## src/rtl/uart_cmd_engine.sv

```systemverilog
// uart_cmd_engine: assembles UART command frames (opcode, operand A, operand B,
// each operand NB_DATA/8 bytes, LSB first), presents them to the ALU for one
// cycle, captures the result and streams it back byte by byte over uart_tx.
// Partial frames are discarded after TIMEOUT_CYC cycles of inter-byte silence.
//
// Optional feature: define UART_CMD_CHECKSUM_EN to expect a trailing XOR
// checksum byte. A bad checksum aborts the frame and answers with 0xEE.
//
// state   | meaning
// --------+-----------------------------------------------------------
// IDLE    | waiting for an opcode byte
// GET_A   | collecting operand A bytes, timeout-guarded
// GET_B   | collecting operand B bytes, timeout-guarded
// GET_CHK | (checksum build only) waiting for the checksum byte
// EXEC    | operands valid to the ALU, result captured
// TX_LOAD | load next outgoing byte and pulse tx start
// TX_WAIT | waiting for uart_tx to finish the current byte

module uart_cmd_engine #(
    parameter int NB_DATA     = 8,
    parameter int NB_OP       = 6,
    parameter int TIMEOUT_CYC = 100000,
    parameter int NB_TIMER    = 17
) (
    input  logic               clk,
    input  logic               i_rst_n,
    input  logic [7:0]         i_rx,
    input  logic               i_rxDone,
    input  logic               i_txDone,
    output logic               o_tx_start,
    output logic [7:0]         o_data,
    output logic [NB_OP-1:0]   o_operation,
    output logic [NB_DATA-1:0] o_datoA,
    output logic [NB_DATA-1:0] o_datoB,
    output logic               o_valid,
    input  logic [NB_DATA-1:0] i_result,
    output logic               o_frame_err,
    output logic               o_busy
);

    localparam int NBYTES = NB_DATA / 8;
    localparam int NB_CNT = 3;
    localparam logic [NB_CNT-1:0]   LAST_IDX    = NB_CNT'(NBYTES - 1);
    localparam logic [NB_TIMER-1:0] TIMEOUT_VAL = NB_TIMER'(TIMEOUT_CYC);

`ifdef UART_CMD_CHECKSUM_EN
    typedef enum logic [2:0] {
        IDLE    = 3'd0,
        GET_A   = 3'd1,
        GET_B   = 3'd2,
        EXEC    = 3'd3,
        TX_LOAD = 3'd4,
        TX_WAIT = 3'd5,
        GET_CHK = 3'd6
    } state_t;
`else
    typedef enum logic [2:0] {
        IDLE    = 3'd0,
        GET_A   = 3'd1,
        GET_B   = 3'd2,
        EXEC    = 3'd3,
        TX_LOAD = 3'd4,
        TX_WAIT = 3'd5
    } state_t;
`endif

    state_t              state;
    state_t              state_nxt;
    logic [NB_CNT-1:0]   cnt;
    logic [NB_TIMER-1:0] timer;
    logic [NB_DATA-1:0]  result_q;
    logic                err_tx;
    logic                in_get;
    logic                timeout;
    logic                rx_take;
    logic                last_byte;
    logic                last_tx;
    logic                abort;
    logic [7:0]          tx_byte;
`ifdef UART_CMD_CHECKSUM_EN
    logic [7:0]          chk_acc;
    logic                chk_match;

    assign in_get    = (state == GET_A) || (state == GET_B) || (state == GET_CHK);
    assign chk_match = (i_rx == chk_acc);
`else
    assign in_get    = (state == GET_A) || (state == GET_B);
`endif

    // Timeout has priority over a byte arriving in the same cycle.
    assign timeout   = in_get && (timer == TIMEOUT_VAL);
    assign rx_take   = i_rxDone && !timeout;
    assign last_byte = (cnt == LAST_IDX);
    // An error reply is always a single byte regardless of NBYTES.
    assign last_tx   = err_tx || last_byte;

    assign o_valid = (state == EXEC);
    assign o_busy  = (state != IDLE);

    // Select the result byte addressed by the byte counter.
    always_comb begin
        tx_byte = 8'h00;
        for (int b = 0; b < NBYTES; b++) begin
            if (cnt == NB_CNT'(b)) begin
                tx_byte = result_q[b*8 +: 8];
            end
        end
    end

    // State register.
    always_ff @(posedge clk or negedge i_rst_n) begin
        if (!i_rst_n) begin
            state <= IDLE;
        end else begin
            state <= state_nxt;
        end
    end

    // Next-state logic and abort detection.
    always_comb begin
        state_nxt = state;
        abort     = 1'b0;
        case (state)
            IDLE: begin
                if (i_rxDone) begin
                    state_nxt = GET_A;
                end
            end
            GET_A: begin
                if (timeout) begin
                    abort     = 1'b1;
                    state_nxt = IDLE;
                end else if (i_rxDone && last_byte) begin
                    state_nxt = GET_B;
                end
            end
            GET_B: begin
                if (timeout) begin
                    abort     = 1'b1;
                    state_nxt = IDLE;
                end else if (i_rxDone && last_byte) begin
`ifdef UART_CMD_CHECKSUM_EN
                    state_nxt = GET_CHK;
`else
                    state_nxt = EXEC;
`endif
                end
            end
`ifdef UART_CMD_CHECKSUM_EN
            GET_CHK: begin
                if (timeout) begin
                    abort     = 1'b1;
                    state_nxt = IDLE;
                end else if (i_rxDone) begin
                    if (chk_match) begin
                        state_nxt = EXEC;
                    end else begin
                        abort     = 1'b1;
                        state_nxt = TX_LOAD;
                    end
                end
            end
`endif
            EXEC: begin
                state_nxt = TX_LOAD;
            end
            TX_LOAD: begin
                state_nxt = TX_WAIT;
            end
            TX_WAIT: begin
                if (i_txDone) begin
                    state_nxt = last_tx ? IDLE : TX_LOAD;
                end
            end
            default: begin
                state_nxt = IDLE;
            end
        endcase
    end

    // Inter-byte silence timer, running only while collecting a frame.
    always_ff @(posedge clk or negedge i_rst_n) begin
        if (!i_rst_n) begin
            timer <= '0;
        end else if (in_get && !i_rxDone && !timeout) begin
            timer <= timer + NB_TIMER'(1);
        end else begin
            timer <= '0;
        end
    end

    // Frame assembly, result capture and transmit sequencing.
    always_ff @(posedge clk or negedge i_rst_n) begin
        if (!i_rst_n) begin
            o_tx_start  <= 1'b0;
            o_data      <= 8'h00;
            o_operation <= '0;
            o_datoA     <= '0;
            o_datoB     <= '0;
            o_frame_err <= 1'b0;
            cnt         <= '0;
            result_q    <= '0;
            err_tx      <= 1'b0;
`ifdef UART_CMD_CHECKSUM_EN
            chk_acc     <= 8'h00;
`endif
        end else begin
            o_tx_start  <= 1'b0;
            o_frame_err <= abort;
            case (state)
                IDLE: begin
                    if (i_rxDone) begin
                        o_operation <= i_rx[NB_OP-1:0];
                        cnt         <= '0;
                        err_tx      <= 1'b0;
`ifdef UART_CMD_CHECKSUM_EN
                        chk_acc     <= i_rx;
`endif
                    end
                end
                GET_A: begin
                    if (rx_take) begin
                        for (int b = 0; b < NBYTES; b++) begin
                            if (cnt == NB_CNT'(b)) begin
                                o_datoA[b*8 +: 8] <= i_rx;
                            end
                        end
                        cnt <= last_byte ? '0 : cnt + NB_CNT'(1);
`ifdef UART_CMD_CHECKSUM_EN
                        chk_acc <= chk_acc ^ i_rx;
`endif
                    end
                end
                GET_B: begin
                    if (rx_take) begin
                        for (int b = 0; b < NBYTES; b++) begin
                            if (cnt == NB_CNT'(b)) begin
                                o_datoB[b*8 +: 8] <= i_rx;
                            end
                        end
                        cnt <= last_byte ? '0 : cnt + NB_CNT'(1);
`ifdef UART_CMD_CHECKSUM_EN
                        chk_acc <= chk_acc ^ i_rx;
`endif
                    end
                end
`ifdef UART_CMD_CHECKSUM_EN
                GET_CHK: begin
                    if (rx_take && !chk_match) begin
                        err_tx <= 1'b1;
                    end
                end
`endif
                EXEC: begin
                    result_q <= i_result;
                end
                TX_LOAD: begin
                    o_data     <= err_tx ? 8'hEE : tx_byte;
                    o_tx_start <= 1'b1;
                end
                TX_WAIT: begin
                    if (i_txDone) begin
                        cnt <= last_tx ? '0 : cnt + NB_CNT'(1);
                    end
                end
                default: begin
                end
            endcase
        end
    end

endmodule

```

## config.mk

```make
export PLATFORM = sky130hd
export DESIGN_NAME = uart_cmd_engine
export DESIGN_NICKNAME = d
export VERILOG_FILES = /design/src/rtl/uart_cmd_engine.sv
export SDC_FILE = /design/constraint.sdc
export NUM_CORES = 1
export LEC_CHECK = 0
export ABC_AREA = 1
export CAP_MARGIN = 5
export CORE_MARGIN = 5
export CORE_UTILIZATION = 50
export DETAILED_ROUTE_END_ITERATION = 10
export PLACE_DENSITY = 0.85
export SLEW_MARGIN = 20
export SYNTH_ARGS = -nofsm -noshare
export SYNTH_HDL_FRONTEND = slang
export SYNTH_SLANG_ARGS = --single-unit
```

## constraint.sdc

```tcl
create_clock -name clk -period 1.85 [get_ports clk]
set_clock_uncertainty 0.1 [all_clocks]
set_input_delay 0.2775 -clock clk [delete_from_list [all_inputs] [get_ports clk]]
set_output_delay 0.2775 -clock clk [all_outputs]
set_load 0.1 [all_outputs]
```

==> metrics.csv <==
stage,metric,value,unit
outcome,outcome,"finished, final reports clean",
final_layout,layout.area.seq,1580,sq um
grt,grtUsageMet3,0.0551,
power,overall_power_of_the_completed_layout,8.74,mW
place,routabilityCongestion,0.853,
final_layout,final_core_util,0.749,
final_layout,post_route_cells_drive_above_1_share,0.199,
logic_synthesis,biggest_area_contributors_in_the_synthesized_netlist,"sky130_fd_sc_hd__dfrtp_1 54%, sky130_fd_sc_hd__nand2_1 13%, sky130_fd_sc_hd__nor2_1 4.6%",
grt,grt_remaining_overflow,0,
place,detailed_place_hpwl,5040,um
floorplanning,floorplan.die.width,86.4,um
worst_hold_path,worstHoldPathType,primary input to asynchronous set/reset pin,
final_layout,final_net_count,431,
logic_synthesis,post_synth_inst_count,341,
routing,drt_pass1_iterations,5,
timing,final-hold-violation-count,0,
grt,grtUsageMet2,0.335,
floorplanning,placeableCoreArea,5570,sq um
floorplanning,io-pin-count,54,
worst_setup_path,path_max_fanout,5,
logic_synthesis,synthesis.nets,365,
timing,max_clock_freq,0.579,GHz
place,placement.io_buffers,53,
grt,grt_max_degree,64,
routing,final_antenna_net_count,0,
worst_setup_path,reg2reg_setup_slack,140,ps
clocking,insertion_delay,330,ps
logic_synthesis,yosys_warnings,0,
routing,detail_route.drc_violations,0,
timing,setup_viols_final,0,
final_layout,multi_input_area,1190,sq um
floorplanning,start_util,0.523,
power,p_per_area,2090,nW/um^2
clocking,cts_tree,yes,
logic_synthesis,syn-cell-area,2920,sq um
grt,first_pass_grt_wire_length,12200,um
floorplanning,dieArea,7460,sq um
final_layout,diodes,0,
routing,dr_total_vias,2581,
worst_setup_path,critical_path.startpoint_type,flip-flop,
clocking,cts_made_buffers,9,
worst_setup_path,worst-endpoint-required,1470,ps
clocking,cts_max_level,3,
worst_setup_path,arrival,1350,ps
clocking,cts_root_buf,sky130_fd_sc_hd__clkbuf_8,
grt,grt_most_used_layer,met2,
timing,setup-tns-final,0,ps
grt,groute.usage.overall,0.209,
worst_setup_path,path_type_of_the_worst_setup_path,flip-flop to output port,
worst_setup_path,end_kind,output port,
job,max_cap_check_violation_count,0,
logic_synthesis,synth_largest_area_cell,sky130_fd_sc_hd__dfrtp_1,
logic_synthesis,synth_cell_types,30,
timing,hold_ws,378,ps
timing,period_needed,1730,ps
power,leakagePower,1.96,nW
floorplanning,die_h,86.4,um
final_layout,final.fill_count,389,
clocking,tritoncts_num_sinks,63,
timing,worst_slew_margin_rel,0.735,
routing,wl_per_cell,15.3,um
power,largest_vdd_supply_drop,1960,uV
grt,globalRouteMet1Util,0.273,
routing,detailedRoute.firstIterationViolations,227,
logic_synthesis,synth_area_per_cell,8.56,sq um
final_layout,area_growth_syn_to_layout,43.2,%
clocking,cts.path.max_buffers,2,
routing,routed_via_density,5.33,
logic_synthesis,netlist.area_leader.share,0.540,
grt,number_of_global_route_vias_before_repair,2547,
routing,route.final.wire_length,7400,um
clocking,cts.reportedPaths.clkPinSlew,70,ps
timing,finalCritPeriodShare,0.934,
timing,finalMaxSlewViolations,0,
grt,antenna_found_initial,0,
timing,max_slew.worst_pin.slew,396,ps
logic_synthesis,ys_seq_area_frac,0.540,
logic_synthesis,postSynthRegisterBits,63,
floorplanning,cell_row_count,27,
## layout by cell type (no fill, tap or decap), types with 4 or more instances in the layout
master and n:
sky130_fd_sc_hd__clkdlybuf4s50_1 18, sky130_fd_sc_hd__buf_12 35, sky130_fd_sc_hd__nand4_1 4, sky130_fd_sc_hd__nor3_1 8
sky130_fd_sc_hd__nor2_1 36, sky130_fd_sc_hd__clkbuf_8 9, sky130_fd_sc_hd__nor2_2 4, sky130_fd_sc_hd__inv_2 7
sky130_fd_sc_hd__nand3_1 17, sky130_fd_sc_hd__dfrtp_1 61, sky130_fd_sc_hd__o21ai_0 16, sky130_fd_sc_hd__xor2_1 7
sky130_fd_sc_hd__buf_4 6, sky130_fd_sc_hd__inv_1 29, sky130_fd_sc_hd__o21ai_1 17, sky130_fd_sc_hd__nand2_1 97
sky130_fd_sc_hd__a21oi_1 4, sky130_fd_sc_hd__ha_1 4
## routing by layer
layer,share of wire,vias up
met4,0.013,0
met5,0,-
met3,0.061,6
li1,-,1218
met2,0.49,107
met1,0.44,1250
## sequential cells by signal, summed over array words and instances, names as in the netlist
| name | cells |
|---|---|
| state | 3 |
| cnt | 3 |
| timer | 17 |
| o_frame_err | 1 |
| result_q | 8 |
| o_tx_start | 1 |
| o_data | 8 |
| o_datoA | 8 |
| o_operation | 6 |
| o_datoB | 8 |
## Yosys cell counts, drive strengths merged
cell / instances
a211oi: 1
a21boi: 1
a21oi: 4
buf: 4
clkbuf: 3
dfrtp: 63
ha: 4
inv: 36
nand2: 101
nand3: 20
nand3b: 3
nand4: 4
nor2: 41
nor3: 9
nor3b: 2
o211ai: 1
o21a: 1
o21ai: 33
o22ai: 1
xnor2: 2
xor2: 7
## logic make-up after synthesis
kind of cell    Yosys count  synth area share
xor+xnor                  9            0.0270
fa+ha+maj                 4            0.0172
simple gates            180             0.278
buf+inv                  43            0.0613
flops                    63             0.540
compound gates           42            0.0759
## path summary, 6_finish.rpt
kind,start,cells after the start,endpoint
max reg2reg,timer[0],10,o_datoA[2]
min reg2reg,result_q[4],2,result_q[4]
min,i_rst_n,3,timer[3]
max in group asynchronous,i_rst_n,3,state[0]
max,state[2],3,o_valid
min in group clk,i_result[1],3,result_q[1]
## through the flow
step	instances	worst slack (ps)	area [sq um]
floorplan	341	146	2920
global placement	465	184	3890
detailed placement	465	82.0	3890
CTS	483	50.1	4150
global route	484	-5.06	4180
finish	484	122	4180
## worst max-delay path, cell delays in order, from the launching register on
cell and delay, ps:
sky130_fd_sc_hd__dfrtp_1 440, sky130_fd_sc_hd__nor3_2 240, sky130_fd_sc_hd__buf_4 170, sky130_fd_sc_hd__buf_12 170
## final cells by class
cell class,count,area share
Clock buffer,9,0.0296
Clock inverter,7,0.0288
Inverter,36,0.0323
Multi-Input combinational cell,236,0.285
Sequential cell,63,0.378
Tap cell,72,0.0216
Timing Repair Buffer,61,0.225
## power breakdown
part / internal, mW / switching (mW)
Combinational: 1.65 / 3.36
Clock: 0.900 / 0.568
Sequential: 1.81 / 0.457
Total: 4.36 / 4.38
## what timing repair did
action	in CTS	in global routing
hold buffers	1	0
pin swaps	0	1
setup buffers	1	0
gates resized for setup	0	5
setup endpoints to repair	1	9
gates cloned	0	1
endpoints found under the hold margin	63	0
No activity file was read; power rests on OpenSTA's default activity.
